**config.mk**
```make
export PLATFORM = sky130hd
export DESIGN_NAME = if_fetch_stage
export DESIGN_NICKNAME = d
export VERILOG_FILES = /design/src/rtl/if_fetch_stage.sv
export SDC_FILE = /design/constraint.sdc
export NUM_CORES = 1
export LEC_CHECK = 0
export BUFFER_PORTS_ARGS = -buffer_cell sky130_fd_sc_hd__clkbuf_2
export CELL_PAD_IN_SITES_DETAIL_PLACEMENT = 1
export CELL_PAD_IN_SITES_GLOBAL_PLACEMENT = 2
export CORE_MARGIN = 3
export CORE_UTILIZATION = 37
export DETAILED_ROUTE_END_ITERATION = 8
export PLACE_DENSITY = 0.8
export SLEW_MARGIN = 10
export SYNTH_ARGS = -nofsm -noshare
export SYNTH_HDL_FRONTEND = slang
export SYNTH_SLANG_ARGS = --single-unit
```
**constraint.sdc**
```tcl
create_clock -name clk -period 6.5 [get_ports clk]
set_clock_uncertainty 0.1 [all_clocks]
set_input_delay 0.325 -clock clk [delete_from_list [all_inputs] [get_ports clk]]
set_output_delay 0.325 -clock clk [all_outputs]
set_load 0.02 [all_outputs]
```
**src/rtl/if_fetch_stage.sv**
```systemverilog
// Instruction-fetch stage: owns the PC, reads a 1-cycle sync RAM, feeds IFID through a small fetch queue.
// Optional IF_PERF_CNT_EN adds perf_fetch_o / perf_bubble_o counters.
module if_fetch_stage #(
  parameter int          DATA_WIDTH = 64,
  parameter int          INST_WIDTH = 32,
  parameter int          RAM_SIZE   = 16,
  parameter int          FQ_DEPTH   = 2,
  parameter logic [63:0] RESET_PC   = 64'h0
) (
  input  logic                             clk,
  input  logic                             rst,
  input  logic                             stall_i,
  input  logic                             redirect_i,
  input  logic [DATA_WIDTH-1:0]            redirect_pc_i,
  output logic                             imem_req_o,
  output logic [RAM_SIZE-1:0]              imem_addr_o,
  input  logic [INST_WIDTH-1:0]            imem_rdata_i,
  output logic [DATA_WIDTH+INST_WIDTH:0]   ifid_o
`ifdef IF_PERF_CNT_EN
  ,
  output logic [63:0]                      perf_fetch_o,
  output logic [63:0]                      perf_bubble_o
`endif
);

  localparam int CW = $clog2(FQ_DEPTH + 1);
  localparam int PW = $clog2(FQ_DEPTH);

  typedef struct packed {
    logic [DATA_WIDTH-1:0] pc;
    logic [INST_WIDTH-1:0] inst;
    logic                  enable;
  } IFID_Pipe_t;

  logic [DATA_WIDTH-1:0] pc_q, req_pc_q;
  logic                  inflight_q;
  logic [CW-1:0]         count_q;
  logic [PW-1:0]         head_q, tail_q;
  logic [DATA_WIDTH-1:0] fq_pc   [FQ_DEPTH];
  logic [INST_WIDTH-1:0] fq_inst [FQ_DEPTH];
  IFID_Pipe_t            ifid_q;

  logic [CW:0] occupancy;
  logic        issue, rsp_vld, q_empty, push, pop, load_vld, load_bubble;

  function automatic logic [PW-1:0] ptr_next(input logic [PW-1:0] p);
    return (p == PW'(FQ_DEPTH - 1)) ? '0 : p + PW'(1);
  endfunction

  // Issue ignores a same-cycle pop, so the queue can never overflow.
  assign occupancy   = (CW+1)'(count_q) + (CW+1)'(inflight_q);
  assign issue       = !rst && !redirect_i && (occupancy < (CW+1)'(FQ_DEPTH));
  assign rsp_vld     = inflight_q && !redirect_i && !rst;
  assign q_empty     = (count_q == '0);
  assign pop         = !rst && !redirect_i && !stall_i && !q_empty;
  assign push        = rsp_vld && (stall_i || !q_empty);
  assign load_vld    = !rst && !redirect_i && !stall_i && (!q_empty || rsp_vld);
  assign load_bubble = !rst && !redirect_i && !stall_i && q_empty && !rsp_vld;

  assign imem_req_o  = issue;
  assign imem_addr_o = pc_q[RAM_SIZE+1:2];
  assign ifid_o      = ifid_q;

  always_ff @(posedge clk) begin
    if (rst) begin
      pc_q       <= RESET_PC[DATA_WIDTH-1:0];
      req_pc_q   <= '0;
      inflight_q <= 1'b0;
    end else if (redirect_i) begin
      pc_q       <= {redirect_pc_i[DATA_WIDTH-1:2], 2'b00};
      inflight_q <= 1'b0;
    end else begin
      inflight_q <= issue;
      if (issue) begin
        req_pc_q <= pc_q;
        pc_q     <= pc_q + DATA_WIDTH'(4);
      end
    end
  end

  always_ff @(posedge clk) begin
    if (rst || redirect_i) begin
      count_q <= '0;
      head_q  <= '0;
      tail_q  <= '0;
    end else begin
      if (push) tail_q <= ptr_next(tail_q);
      if (pop)  head_q <= ptr_next(head_q);
      if (push && !pop)      count_q <= count_q + CW'(1);
      else if (pop && !push) count_q <= count_q - CW'(1);
    end
  end

  always_ff @(posedge clk) begin
    if (push) begin
      fq_pc[tail_q]   <= req_pc_q;
      fq_inst[tail_q] <= imem_rdata_i;
    end
  end

  // Redirect beats stall: the stage drops to a bubble even while ID is stalled.
  always_ff @(posedge clk) begin
    if (rst) begin
      ifid_q <= '0;
    end else if (redirect_i) begin
      ifid_q.enable <= 1'b0;
    end else if (!stall_i) begin
      if (!q_empty) begin
        ifid_q <= '{pc: fq_pc[head_q], inst: fq_inst[head_q], enable: 1'b1};
      end else if (rsp_vld) begin
        ifid_q <= '{pc: req_pc_q, inst: imem_rdata_i, enable: 1'b1};
      end else begin
        ifid_q.enable <= 1'b0;
      end
    end
  end

`ifdef IF_PERF_CNT_EN
  always_ff @(posedge clk) begin
    if (rst) begin
      perf_fetch_o  <= '0;
      perf_bubble_o <= '0;
    end else begin
      if (load_vld)    perf_fetch_o  <= perf_fetch_o + 64'd1;
      if (load_bubble) perf_bubble_o <= perf_bubble_o + 64'd1;
    end
  end
`else
  logic unused_load;
  assign unused_load = load_vld ^ load_bubble;
`endif

endmodule

```
==> qor.txt, run 1 <==
hold crit path type: in2reg
largest cells by area after synthesis: edfxtp_1 33%, dfxtp_1 26%, nand2_1 7.9%
TritonCTS Sinks: 413
Post-Synth Simple-Gate Area: 0.160
power per cell area: 270 nW/um^2
Routed Antenna Nets: 0
WL/cell: 20.2 um
xor and xnor area share after synthesis: 0.0179
setup slack, reg-to-reg: 3.11 ns
Crit Path Max Fanout: 77
most used cell, CP: buf_4
Mapped Area: 17100 um^2
Setup TNS: 0 ns
H-Tree Depth: 2
Inserted Diodes: 0
pin count of the biggest net entering global routing: 98
Max Cap Viol: 0
Cell Chain, Critical Path: a2111o_2, buf_4, inv_2, buf_4, nand3_1, o311a_1, a21oi_1, o21ai_0
layout net count: 1974
RSZ-0062 raised after global routing: no
crit path launch type: flip-flop
fin. max-slew vios: 0
GRT Total Usage: 0.203
Critical Path Sink: pc_q[22]
hpwl dp: 32300 um
Area Growth Syn to Fin: 20.8%
TritonRoute pass-1 iters: 5
cell with the largest stage delay on the worst path: inv_2
Least-Margin Pin Slew: 1.14 ns
main combinational cell family by area after synthesis: simple AND/OR/NAND/NOR gates
RR Startpoint: inflight_q
CP startpoint: inflight_q
R2R cell count: 8
CP max stage delay: 0.68 ns
# fillers: 5048
Min Hold Slack: 0.0376 ns
Yosys top cell area share: 0.330
Syn Area/Cell: 10.4 um^2
FF+latch count, synth: 413
number of synthesized flops with an enable pin: 188
Final Hold Viols: 0
async set-reset flop share out of synthesis: 0
CORE AREA: 45600 um^2
most common flop cell mapped by yosys: dfxtp_1
Data arrival, critical path: 3.73 ns
IO buf count: 209
compound-gate portion of the synthesized area: 0.126
clk root buf: clkbuf_16
CTS Buf Count: 45
via count: 13400
post-CTS setup buffers: 0
Leak: 7.00 nW
worst setup path category: reg2reg
detailed-route wire length: 50600 um
gr ovfl total: 0
Setup violations, final: 0
initial antenna violation count: 0
first-iteration detailed-routing DRC count: 664
Bufs on Longest Clock Path: 3
synth unique cells: 64
Hold Crit Depth: 3
first-pass GRT wire length: 80400 um
die span in x: 221 um
Placer Congestion: 0.790
Tcrit/Tclk final: 0.521
Tot Pwr: 0.00559 W
mux share of post-synthesis cell area: 0.0623
Worst EP required: 6.84 ns
CTS tree: built
via/cell ratio: 5.36
footprint of the multi-input gates: 6330 um^2
Peak Freq: 295 MHz
register area: 10200 um^2
share of layout cells above drive strength 1: 0.159
Cells after Synth: 1653
Inst Count DP: 2340
# IOs: 214
commonest non-fill, non-tap cells in the layout: 360 x nand2_1, 224 x dfxtp_1, 208 x clkbuf_2
final instance area: 20700 um^2
Slew headroom: 0.237
Residual DRC: 0
outcome: completed
vias in the first global route: 13900
maximum VDD drop: 0.000162 V
most common cell after layout, fill and taps aside: nand2_1
die area: 48900 um^2
post-synthesis sequential area ratio: 0.593
Initial Util: 0.376
placed cell areas: 18400 um^2
Ys Warns: 0
crit end category: flip-flop
Clk Latency, worst-skew pair: 0.57 ns
num rows: 78
Clk pin slew, worst setup/hold paths: 0.06 ns
Non-Filler Instances: 2506
cell taking the most area after synthesis: edfxtp_1
Die H: 221 um
fin crit period: 3.39 ns
reg2reg end: pc_q[22]
post-synthesis adder-cell area fraction: 0.00146
[area by class of cell]
type	count	area share
flip-flops and latches	413	0.491
clock inverters	13	0.00708
inverters	9	0.00163
multi-input cells	1093	0.306
repair buffers	310	0.0978
clock buffers	68	0.0601
well taps	600	0.0363
[worst min-delay path by stage]
stage                                  from             to  slack [ns]
after floorplan             imem_rdata_i[0]  fq_inst[0][0]        0.32
after global placement           ifid_o[26]     ifid_o[26]        0.34
after detailed placement         ifid_o[59]     ifid_o[59]        0.35
after CTS                 redirect_pc_i[63]       pc_q[63]      0.0004
after global routing      redirect_pc_i[48]       pc_q[48]        0.01
final                               stall_i      ifid_o[0]        0.04
[kinds of logic (layout without fill, tap and decap cells)]
logic type,after synthesis,after routing
AOI/OAI and AO/OA,346,346
xor gates and xnor gates,35,35
adders and majority gates,2,2
buffers and inverters,148,400
DFF,413,413
muxes,106,106
other,1,2
and+or+nand+nor,602,602
[per-layer routing]
layer / vias to the layer above / GRT usage / routed length (um)
met2: 276 / 0.341 / 24400
met1: 6655 / 0.278 / 23300
met5: - / 0 / 0
li1: 6429 / - / -
met4: 0 / 0.0442 / 875
met3: 62 / 0.0338 / 2080
[worst max-delay path, delay by kind of cell (launching register included)]
family | cells | cell delay, ns
buffers and inverters | 3 | 1.63
AO/OA/AOI/OAI | 4 | 0.97
flip-flops | 1 | 0.36
AND/OR/NAND/NOR | 1 | 0.16
[registers in the layout (all words and copies together), names as in the netlist, named ones only]
| register | flops |
|---|---|
| req_pc_q | 62 |
| inflight_q | 1 |
| fq_pc | 124 |
| count_q | 2 |
| fq_inst | 64 |
| head_q | 1 |
| ifid_o | 95 |
| pc_q | 62 |
| tail_q | 1 |
[cells in the mapped netlist, types with 4 or more instances]
library cell,count
a211oi_1,24
a21oi_1,182
and2_1,7
and3_1,19
and4_1,9
buf_1,18
buf_4,19
clkbuf_1,94
dfxtp_1,225
edfxtp_1,188
inv_1,6
mux2_2,5
mux2i_1,101
nand2_1,360
nand2b_1,4
nand3_1,36
nand4_1,34
nor2_1,55
nor3_1,15
nor4_1,26
o211ai_1,98
o21ai_0,9
or3_1,11
or4_1,8
xnor2_1,23
xor2_1,12
[report_power, final]
part           switching [W]  internal [W]  leakage [nW]  total, W
Sequential         0.0000680       0.00276          3.69   0.00283
Clock                0.00103       0.00144         0.672   0.00247
Combinational       0.000178      0.000116          2.64  0.000294
[stage by stage]
step	utilization	setup WS, ns
after floorplan	-	0.552
after global placement	0.405	2.73
after detailed placement	0.405	2.72
after CTS	0.454	3.04
after global routing	0.454	2.81
final	0.454	3.11
[what timing repair did]
action,in CTS,in global routing
hold endpoints to repair,132,0
hold buffers,85,0
setup endpoints to repair,0,0
gates resized for setup,0,0
(Power assumes the default switching activity.)
==> run 2: changes to the inputs <==
Settings changed: ABC_AREA from default to 1, CORE_UTILIZATION 37 to 36, PLACE_DENSITY 0.8 to 0.81.
Clock period 6.5 ns to 3.5 ns, I/O delays scaled along.
==> run 2 against run 1 <==
- via count up 14%
- clock power is 89% higher
- utilization down 0.75 points
- non-clock buffer count increased by 17
- sequential cell count unchanged
- global-route usage is 0.84 points higher
- sequential share of layout area shrank 3.0 points
- critical path type is now in2reg
- largest power group unchanged
==> qor.txt, run 2 <==
via count: 15300 (+14%)
most common flop cell mapped by yosys: dfxtp_1
Peak Freq: 349 MHz
largest reg by FF count: fq_pc
crit path launch type: input pin
synth unique cells: 42 (-34%)
fin crit period: 2.87 ns
Cell Chain, Critical Path: dlygate4sd3_1, clkbuf_2, nor2_8, dlygate4sd3_1, inv_2, o21ai_2, nand3_1, inv_4, buf_12, o21ai_0, a31oi_1
fin util: 0.446 (-0.00745)
Post-synth top cells: 495 x nand2_1, 225 x dfxtp_1, 220 x nor2_1
outcome: completed
Tcrit/Tclk final: 0.820
die area: 53100 um^2 (+8.6%)
Clk Latency, worst-skew pair: 0.57 ns (about the same)
CORE AREA: 49400 um^2 (+8.3%)
Clk pin slew, worst setup/hold paths: 0.06 ns (about the same)
Placer Congestion: 0.837 (+5.9%)
compound-gate portion of the synthesized area: 0.143 (+0.0172)
share of layout cells above drive strength 1: 0.150 (-0.00909)
cell taking the most area after synthesis: edfxtp_1
vias in the first global route: 16000 (+15%)
first-iteration detailed-routing DRC count: 807 (+22%)
Area Growth Syn to Fin: 21.5%
most common cell after layout, fill and taps aside: nand2_1
Ys Warns: 0 (unchanged)
num rows: 81 (+3.8%)
CTS Buf Count: 46 (+2.2%)
initial antenna violation count: 0 (unchanged)
Initial Util: 0.367 (-0.00829)
TritonRoute pass-1 iters: 5 (unchanged)
cell with the largest stage delay on the worst path: dlygate4sd3_1
Least-Margin Pin Slew: 1.00 ns (-0.141 ns)
Yosys top cell area share: 0.311 (-0.0184)
FF+latch count, synth: 413 (unchanged)
WL/cell: 18.7 um (-7.3%)
GRT Total Usage: 0.212 (+0.00843)
most used cell, CP: dlygate4sd3_1
async set-reset flop share out of synthesis: 0 (unchanged)
Inst Count DP: 2850 (+22%)
maximum VDD drop: 0.000282 V (+74%)
hold crit path type: in2reg
layout net count: 2433 (+23%)
detailed-route wire length: 56800 um (+12%)
Die H: 230 um (+4.2%)
first-pass GRT wire length: 89000 um (+11%)
Worst EP required: 3.88 ns (-2.96 ns)
# fillers: 5833 (+16%)
largest cells by area after synthesis: edfxtp_1 31%, dfxtp_1 25%, nand2_1 10%
commonest non-fill, non-tap cells in the layout: 495 x nand2_1, 224 x dfxtp_1, 218 x nor2_1
number of synthesized flops with an enable pin: 188 (unchanged)
CP max stage delay: 0.63 ns (-0.05 ns)
H-Tree Depth: 2 (unchanged)
pin count of the biggest net entering global routing: 85 (-13%)
Slew headroom: 0.331 (+0.0943)
CTS resizes: 0 (unchanged)
fin. max-slew vios: 0 (unchanged)
top-count cell post-synth: nand2_1
# IOs: 214 (unchanged)
Bufs on Longest Clock Path: 3 (unchanged)
worst setup path category: in2reg
post-synthesis sequential area ratio: 0.560 (-0.0330)
IO buf count: 209 (unchanged)
Post-Synth Simple-Gate Area: 0.202 (+0.0423)
die span in x: 230 um (+4.2%)
Data arrival, critical path: 3.25 ns (-0.48 ns)
mux share of post-synthesis cell area: 0 (-0.0623)
xor and xnor area share after synthesis: 0.0101 (-0.00776)
TritonCTS Sinks: 413 (unchanged)
Leak: 8.60 nW (+23%)
main combinational cell family by area after synthesis: simple AND/OR/NAND/NOR gates
CTS tree: built
via/cell ratio: 5.03 (-6.0%)
hpwl dp: 37700 um (+17%)
Final Hold Viols: 0 (unchanged)
Max Cap Viol: 0 (unchanged)
post-CTS setup buffers: 0 (unchanged)
Inserted Diodes: 0 (unchanged)
Crit Path Max Fanout: 65 (-16%)
RSZ-0062 raised after global routing: no
Routed Antenna Nets: 0 (unchanged)
max reg flops: 124 (unchanged)
post-synthesis adder-cell area fraction: 0.00138 (-0.0000815)
power per cell area: 487 nW/um^2 (+80%)
Syn Area/Cell: 8.67 um^2 (-16%)
Non-Filler Instances: 3031 (+21%)
crit end category: flip-flop
Setup violations, final: 0 (unchanged)
gr ovfl total: 0 (unchanged)
Mapped Area: 18100 um^2 (+5.9%)
Residual DRC: 0 (unchanged)
clk root buf: clkbuf_16
Cells after Synth: 2091 (+26%)
-- run 2: cells by family (layout without fill, tap and decap cells) --
logic type               count (synthesis)  in the layout
other                                    1              2
adder cells (fa/ha/maj)                  2              2
buffers and inverters                  358            633
AND/OR/NAND/NOR                        867            867
flip-flops                             413            413
AO/OA/AOI/OAI                          429            429
XOR/XNOR                                21             21
-- run 2: path summary, 6_finish.rpt --
kind	startpoint	cells past startpoint	slack, ns	end
worst max register to register	count_q[1]	5	1.25	ifid_o[45]
worst min register to register	ifid_o[0]	2	0.37	ifid_o[0]
worst min-delay path	rst	5	0.11	flip-flop
worst max-delay path	redirect_i	11	0.63	ifid_o[92]
-- run 2: metal layers --
layer / up-vias / wire, um / share of wire / track usage
li1: 7459 / - / - / -
met1: 7407 / 26100 / 0.46 / 0.279
met2: 305 / 26500 / 0.47 / 0.359
met3: 87 / 2540 / 0.045 / 0.0285
met4: 0 / 1700 / 0.030 / 0.0700
met5: - / 0 / 0 / 0
-- run 2: where the power goes --
part,switching [W],internal [W],leakage [nW]
sequential,0.000146,0.00517,3.56
combinational,0.000452,0.000282,4.34
clock,0.00194,0.00273,0.694
total,0.00254,0.00819,8.60
-- run 2: layout make-up --
| cell class | instances | area, um^2 | area share |
|---|---|---|---|
| clock buffer | 63 | 1260 | 0.0570 |
| clock inverter | 21 | 189 | 0.00858 |
| inverter | 222 | 842 | 0.0382 |
| multi-input combinational | 1321 | 6500 | 0.295 |
| sequential | 413 | 10200 | 0.461 |
| tap | 664 | 831 | 0.0377 |
| timing repair buffer | 327 | 2260 | 0.103 |
-- run 2: what timing repair did --
| item | CTS | global route |
|---|---|---|
| hold endpoints to repair | 163 | 0 |
| endpoints found under the setup margin | 0 | 0 |
| hold buffers | 97 | 0 |
-- run 2: worst max-delay path, delay by kind of cell --
kind | cells | cell delay [ns]
compound gates | 3 | 0.47
buf+inv | 6 | 2.28
simple gates | 2 | 0.25
-- run 2: per-stage QoR --
stage / total power (W) / TNS [ns] / instance area, um^2 / setup WS (ns) / hold WS, ns
3_5_place_dp: 0.00607 / 0 / 19600 / 1.22 / 0.285
5_1_grt: 0.0112 / 0 / 22000 / 0.410 / 0.111
4_1_cts: 0.0109 / 0 / 22000 / 0.671 / 0.0671
2_1_floorplan: 0.00578 / -27.87 / 18100 / -0.157 / 0.174
6_report: 0.0107 / 0 / 22000 / 0.631 / 0.113
3_3_place_gp: 0.00604 / 0 / 19600 / 1.31 / 0.284
